--- src/rtl/alarm_pkg.sv ---
// rtl/alarm_pkg.sv - shared BCD time type, digit limits and load validation for the alarm bank
package alarm_pkg;

    typedef struct packed {
        logic [3:0] ms_hr;
        logic [3:0] ls_hr;
        logic [3:0] ms_min;
        logic [3:0] ls_min;
    } bcd_time_t;

    localparam logic [3:0] MAX_MS_HR      = 4'd2;
    localparam logic [3:0] MAX_LS_HR_AT_2 = 4'd3;
    localparam logic [3:0] MAX_MS_MIN     = 4'd5;
    localparam logic [3:0] MAX_DIGIT      = 4'd9;

    function automatic logic bcd_time_valid(input bcd_time_t t);
        logic ok;
        ok = (t.ms_hr <= MAX_MS_HR) && (t.ls_hr <= MAX_DIGIT) &&
             (t.ms_min <= MAX_MS_MIN) && (t.ls_min <= MAX_DIGIT);
        if ((t.ms_hr == MAX_MS_HR) && (t.ls_hr > MAX_LS_HR_AT_2)) begin
            ok = 1'b0;
        end
        return ok;
    endfunction

endpackage

--- src/rtl/bcd_time_add.sv ---
// rtl/bcd_time_add.sv - combinational BCD hh:mm plus ADD_MIN minutes with 24-hour wrap
module bcd_time_add
    import alarm_pkg::*;
#(
    parameter int ADD_MIN = 5
) (
    input  bcd_time_t time_i,
    output bcd_time_t sum_o
);

    logic [6:0] min_raw;
    logic [6:0] min_adj;
    logic [6:0] hr_raw;
    logic [6:0] hr_adj;

    always_comb begin
        min_raw = 7'(time_i.ms_min) * 7'd10 + 7'(time_i.ls_min) + 7'(ADD_MIN);
        hr_raw  = 7'(time_i.ms_hr) * 7'd10 + 7'(time_i.ls_hr);
        min_adj = min_raw;
        hr_adj  = hr_raw;
        if (min_raw >= 7'd60) begin
            min_adj = min_raw - 7'd60;
            hr_adj  = hr_raw + 7'd1;
        end
        if (hr_adj >= 7'd24) begin
            hr_adj = hr_adj - 7'd24;
        end
        sum_o.ms_hr  = 4'(hr_adj / 7'd10);
        sum_o.ls_hr  = 4'(hr_adj % 7'd10);
        sum_o.ms_min = 4'(min_adj / 7'd10);
        sum_o.ls_min = 4'(min_adj % 7'd10);
    end

endmodule

--- src/rtl/alarm_bank.sv ---
// rtl/alarm_bank.sv - multi-slot BCD alarm bank with per-slot enable and edge-latched ringing
// Optional snooze adder is built only when ALARM_SNOOZE_EN is defined.
module alarm_bank
    import alarm_pkg::*;
#(
    parameter int NUM_ALARMS = 4,
    parameter int IDX_W      = 2,
    parameter int SNOOZE_MIN = 5
) (
    input  logic                  clock,
    input  logic                  reset,
    input  logic                  load_new_alarm,
    input  logic [IDX_W-1:0]      load_idx,
    input  logic [3:0]            new_alarm_ms_hr,
    input  logic [3:0]            new_alarm_ls_hr,
    input  logic [3:0]            new_alarm_ms_min,
    input  logic [3:0]            new_alarm_ls_min,
    input  logic                  enable_wr,
    input  logic                  enable_val,
    input  logic [3:0]            current_time_ms_hr,
    input  logic [3:0]            current_time_ls_hr,
    input  logic [3:0]            current_time_ms_min,
    input  logic [3:0]            current_time_ls_min,
    input  logic                  stop_alarm,
    input  logic                  snooze,
    input  logic [IDX_W-1:0]      rd_idx,
    output logic [3:0]            rd_ms_hr,
    output logic [3:0]            rd_ls_hr,
    output logic [3:0]            rd_ms_min,
    output logic [3:0]            rd_ls_min,
    output logic [NUM_ALARMS-1:0] slot_enabled,
    output logic [NUM_ALARMS-1:0] ringing,
    output logic                  sound_alarm,
    output logic [IDX_W-1:0]      hit_idx,
    output logic                  load_error
);

    bcd_time_t             time_q [NUM_ALARMS];
    bcd_time_t             time_d [NUM_ALARMS];
    logic [NUM_ALARMS-1:0] en_q, en_d;
    logic [NUM_ALARMS-1:0] ring_q, ring_d;
    logic [NUM_ALARMS-1:0] prev_q, prev_d;
    logic                  err_q, err_d;

    logic [NUM_ALARMS-1:0] sel;
    logic [NUM_ALARMS-1:0] match;
    logic                  idx_ok;
    logic                  new_ok;
    bcd_time_t             new_time;
    bcd_time_t             cur_time;
    bcd_time_t             rd_time;
    logic                  snooze_go;
    bcd_time_t             snooze_time;

    assign new_time = {new_alarm_ms_hr, new_alarm_ls_hr, new_alarm_ms_min, new_alarm_ls_min};
    assign cur_time = {current_time_ms_hr, current_time_ls_hr,
                       current_time_ms_min, current_time_ls_min};
    assign new_ok   = bcd_time_valid(new_time);

    // Decoding the index per slot makes an out-of-range index simply select nothing.
    always_comb begin
        for (int i = 0; i < NUM_ALARMS; i++) begin
            sel[i]   = (load_idx == IDX_W'(i));
            match[i] = en_q[i] && (time_q[i] == cur_time);
        end
    end
    assign idx_ok = |sel;

    always_comb begin
        hit_idx = '0;
        for (int i = NUM_ALARMS - 1; i >= 0; i--) begin
            if (ring_q[i]) begin
                hit_idx = IDX_W'(i);
            end
        end
    end

    assign sound_alarm  = |ring_q;
    assign ringing      = ring_q;
    assign slot_enabled = en_q;
    assign load_error   = err_q;

`ifdef ALARM_SNOOZE_EN
    bcd_time_t hit_time;

    always_comb begin
        hit_time = '0;
        for (int i = 0; i < NUM_ALARMS; i++) begin
            if (hit_idx == IDX_W'(i)) begin
                hit_time = time_q[i];
            end
        end
    end

    bcd_time_add #(
        .ADD_MIN (SNOOZE_MIN)
    ) u_snooze_add (
        .time_i (hit_time),
        .sum_o  (snooze_time)
    );

    assign snooze_go = snooze && sound_alarm && !stop_alarm;
`else
    logic [7:0] unused_snooze_cfg;

    assign unused_snooze_cfg = {snooze, 7'(SNOOZE_MIN)};
    assign snooze_go         = 1'b0;
    assign snooze_time       = '0;
`endif

    // Priority within a slot: rising match, then disable, snooze, and finally load.
    always_comb begin
        time_d = time_q;
        en_d   = en_q;
        prev_d = match;
        ring_d = (stop_alarm ? '0 : ring_q) | (match & ~prev_q);
        err_d  = (load_new_alarm && (!idx_ok || !new_ok)) || (enable_wr && !idx_ok);
        for (int i = 0; i < NUM_ALARMS; i++) begin
            if (enable_wr && sel[i]) begin
                en_d[i] = enable_val;
                if (!enable_val) begin
                    ring_d[i] = 1'b0;
                end
            end
            if (snooze_go && (hit_idx == IDX_W'(i))) begin
                time_d[i] = snooze_time;
                ring_d[i] = 1'b0;
                prev_d[i] = 1'b0;
            end
            if (load_new_alarm && new_ok && sel[i]) begin
                time_d[i] = new_time;
                ring_d[i] = 1'b0;
                prev_d[i] = 1'b0;
            end
        end
    end

    always_ff @(posedge clock or posedge reset) begin
        if (reset) begin
            for (int i = 0; i < NUM_ALARMS; i++) begin
                time_q[i] <= '0;
            end
            en_q   <= '0;
            ring_q <= '0;
            prev_q <= '0;
            err_q  <= 1'b0;
        end else begin
            for (int i = 0; i < NUM_ALARMS; i++) begin
                time_q[i] <= time_d[i];
            end
            en_q   <= en_d;
            ring_q <= ring_d;
            prev_q <= prev_d;
            err_q  <= err_d;
        end
    end

    always_comb begin
        rd_time = '0;
        for (int i = 0; i < NUM_ALARMS; i++) begin
            if (rd_idx == IDX_W'(i)) begin
                rd_time = time_q[i];
            end
        end
    end

    assign rd_ms_hr  = rd_time.ms_hr;
    assign rd_ls_hr  = rd_time.ls_hr;
    assign rd_ms_min = rd_time.ms_min;
    assign rd_ls_min = rd_time.ls_min;

endmodule

--- config.mk ---
export PLATFORM = sky130hd
export DESIGN_NAME = alarm_bank
export DESIGN_NICKNAME = d
export VERILOG_FILES = /design/src/rtl/alarm_pkg.sv /design/src/rtl/bcd_time_add.sv /design/src/rtl/alarm_bank.sv
export SDC_FILE = /design/constraint.sdc
export NUM_CORES = 1
export LEC_CHECK = 0
export CAP_MARGIN = 20
export CORE_UTILIZATION = 45
export CTS_CLUSTER_DIAMETER = 200
export CTS_CLUSTER_SIZE = 20
export DETAILED_ROUTE_END_ITERATION = 12
export HOLD_SLACK_MARGIN = 0.06
export PLACE_DENSITY_LB_ADDON = 0.05
export SYNTH_ARGS = -nofsm -noshare
export SYNTH_HDL_FRONTEND = slang
export SYNTH_SLANG_ARGS = --single-unit
--- constraint.sdc ---
create_clock -name clock -period 6.22 [get_ports clock]
set_input_delay 0.622 -clock clock [delete_from_list [all_inputs] [get_ports clock]]
set_output_delay 0.622 -clock clock [all_outputs]
set_load 0.01 [all_outputs]
# Word level (Yosys, flattened, before mapping)
# Cells that the tools add are included.
# classes
n_lt_le_gt_ge	5
n_eq_ne	11
mux	26
bitwise	3
n_reduce_logical	27
# op_table
operator	count
== test 16 bit	4
2-to-1 mux 16 bit	4
logical AND 1 bit	19
2-to-1 mux 1 bit	17
== test 2 bit (second input constant)	4
<= comparator 4 bit (second input constant)	2
2-to-1 mux 2 bit	4
OR reduction 4 bit	2
AND 4 bit	1
== test 2 x 1 -> 1 bit (second input constant)	2
== test 4 x 2 -> 1 bit (second input constant)	1
> comparator 4 x 2 -> 1 bit (second input constant)	1
<= comparator 4 x 2 -> 1 bit (second input constant)	1
<= comparator 4 x 3 -> 1 bit (second input constant)	1
logical NOT 2 bit	2
2-to-1 mux 4 bit	1
inverter 4 bit	1
OR 4 bit	1
logical NOT 1 bit	2
logical OR 1 bit	2
# totals
reg_bits	77
in_bits	43
wordCells	95

# Logic depth before layout (Yosys ltp)
# depth
ltp_word	9
depth_mapped	6
mapped_depth_nobuf	5

# Worst setup path before layout
# No wires, ideal clock.
# synth_timing
path_kind	input port to output port
from	input port rd_idx[0]
to	output port rd_ls_hr[0]
t_arrival_ns	1.689
slack_ns	3.909
stages	3
cell_sequence	buf_2 buf_2 mux4_2
# synth_between
elab_chain_cells	5
# synth_lines
element	line	rtl
from (decl)	alarm_bank.sv:26	input logic [IDX_W-1:0] rd_idx,
logical NOT 2 bit	alarm_bank.sv:161	if (rd_idx == IDX_W'(i)) begin
2-to-1 mux 16 bit (3 in series)	alarm_bank.sv:161	
2-to-1 mux 16 bit (*)	alarm_bank.sv:161	
to (decl)	alarm_bank.sv:28	output logic [3:0] rd_ls_hr,
# Mark *: on every way between the ends. The rest lies on a longest branch, timed or not.

# Worst setup path in the final report
# layout_timing
from	input port rd_idx[0]
to	output port rd_ms_min[2]
# layout_between
elab_chain_cells	5
# layout_lines
element	line	rtl
logical NOT 2 bit	alarm_bank.sv:161	
2-to-1 mux 16 bit (3 in series)	alarm_bank.sv:161	
2-to-1 mux 16 bit (*)	alarm_bank.sv:161	
to (decl)	alarm_bank.sv:29	output logic [3:0] rd_ms_min,
# Marked as above.

==> run summary <==
FMAX - 322 MHz
Final worst path period need - 3110 ps
Outcome - finished clean
Fin. max-slew vios - 0
Clock transition at the registers of the reported paths - 80 ps
Power density over the cells - 219 mW/mm^2
CTS tree - built
Total power - 1.10 mW
CTS H-tree lvls - 3
CP Data Arrival Time - 2490 ps
Remaining Overflow, GRT - 0
Initial DRC count - 132
# setup viols final - 0
Relative slew slack - 0.343
Via count - 2752
Final wirelength - 9.84 mm
CTS resizes - 0
Chip Height - 96.9 microns
First drt pass iteration count - 4
CTS Buffer Depth - 2
CP Max Fanout - 16
Vias in the first global route - 2883
# port buffers - 69
Vias/cell - 5.56
Synth warnings - 0
Routability cong. - 0.776
Unique masters post-synth - 30
Clock insertion delay at the later pin of the skew report - 350 ps
Mapped Cells - 310
# DRC - 0
Drt wl/cell - 19.9 microns
Clock root buffer - clkbuf_8
Crit share post-route - 0.500
Top post-synthesis cells by area - dfrtp_1 48%, mux2_2 14%, xor2_1 12%
Global Route Usage Sum - 0.226
Area grow syn2layout - 24.4%
Reg-to-Reg Start - time_q[5]$_DFFE_PP0P_
Initial core utilization - 0.464
Leakage power - 2.36 nW
Hold wc startpoint - prev_q[1]$_DFF_PP0_
Detailed Place HPWL - 6.98 mm
Post-cts hold buffer count - 0
Share of layout cells above drive strength 1 - 0.225
Row cnt - 34
Antenna cells - 0
Unrepaired setup endpoints after global routing - false
Final setup TNS - 0 ps
Sequential cell area fraction in the yosys report - 0.476
CP Launch Point - rd_idx[0]
Largest net degree at the start of global routing - 78
Worst path required time - 5600 ps
Antenna violations before repair - 0
Worst Setup Path Type - input pin to output pin
Post-synth top area cell - dfrtp_1
Mean Syn Cell Area - 13.1 sq um
CTS sink cnt - 77
Async set or reset register ratio after synthesis - 1.00
CP Capture Type - output pin
Yosys reg bits - 77
Die X - 96.9 microns
Number of synthesized flops with an enable pin - 0
Inserted Clock Buffers - 9
Top-area cell type share of the netlist area - 0.476
Hold Path Class - flip-flop to flip-flop
Maxcap violations - 0
Worst-margin pin slew - 982 ps
NumNets Final - 427
Peak supply drop - 0.000131 V
Num ports - 71
Synth Cell Area - 0.00405 sq mm
Startpoint Class - input pin
Most used DFF post-synth - dfrtp_1
Syn nets - 353
Count of final hold-check violations - 0
DIE AREA - 0.00938 sq mm
Final Skew - 10.7 ps
Routed Antenna Nets - 0
First-pass GRT wire length - 16.0 mm
Core Region - 0.00872 sq mm
Buffer count from post-CTS setup fixing - 0
==> report_power, final <==
group	switching, mW	internal [mW]	total, mW
clock	0.174	0.192	0.365
sequential	0.0256	0.528	0.554
combinational	0.0821	0.0998	0.182
==> cell usage after synthesis (3+ instances only) <==
library cell   n
a21oi_1        5
and3_1         3
buf_2          4
buf_4          3
dfrtp_1       77
inv_1          7
mux2_1         6
mux2_2        50
mux4_2        16
nand2_1        8
nand3_1        8
nor2_1         5
nor2b_1       14
nor3_1         7
nor4_1        13
o32a_1         4
xnor2_1        7
xor2_1        57
==> registers in the layout (all words and copies together), names as in the netlist <==
register and count:
time_q 64, slot_enabled 4, prev_q 4, load_error 1, ringing 4
==> placed cells by master (no fill, tap or decap), drive strengths merged, types with 3 or more instances in the layout <==
master / n
dfrtp: 77
clkdlybuf4s50: 69
xor2: 57
mux2: 56
mux4: 16
nor2b: 14
nor4: 13
clkbuf: 12
nand2: 9
nand3: 8
nor3: 8
xnor2: 7
inv: 7
nor2: 6
a21oi: 5
o32a: 4
buf: 4
and3: 3
==> kinds of logic after synthesis <==
family,count (synthesis),share of synthesized area
AOI/OAI and AO/OA,15,0.0266
DFF,77,0.476
and+or+nand+nor,65,0.0930
buffers and inverters,17,0.0216
xor gates and xnor gates,64,0.138
muxes,72,0.245
==> final cells by class <==
cell class | count | area [sq um]
well taps | 108 | 135
clock inverters | 2 | 35.0
repair buffers | 73 | 733
multi-input cells | 216 | 2040
clock buffers | 12 | 145
flip-flops and latches | 77 | 1930
fillers | 767 | 3680
inverters | 7 | 26.3
==> routing by layer <==
metal	vias up	GRT usage	wire [microns]
met5	-	0	0
met4	0	0.0643	143
met3	12	0.0470	386
met2	58	0.371	4930
met1	1421	0.303	4390
li1	1261	-	-
==> per-stage QoR <==
stage | worst slack (ps) | utilization | instance area (sq um) | hold slack, ps | cells
after floorplan | 3630 | - | 4050 | 496 | 310
after global placement | 3060 | 0.555 | 4840 | 512 | 480
after detailed placement | 3040 | 0.555 | 4840 | 526 | 480
after CTS | 3080 | 0.575 | 5020 | 537 | 494
after global routing | 3040 | 0.578 | 5040 | 551 | 495
final | 3110 | 0.578 | 5040 | 538 | 495
==> final timing paths <==
path | endpoint | slack, ps | cells after the start
min in group asynchronous | time_q[25]$_DFFE_PP0P_ | 710 | 3
setup reg to reg | ringing[3]$_DFF_PP0_ | 4430 | 5
hold / removal | ringing[1]$_DFF_PP0_ | 540 | 2
setup / recovery | rd_ms_min[2] | 3110 | 4
max in group asynchronous | prev_q[1]$_DFF_PP0_ | 4920 | 4
hold reg to reg | ringing[1]$_DFF_PP0_ | 540 | 2
==> critical path: stages <==
cell and delay, ps:
clkdlybuf4s50_1 460, buf_4 330, mux4_2 580, clkdlybuf4s50_1 500
(Power assumes the default switching activity.)
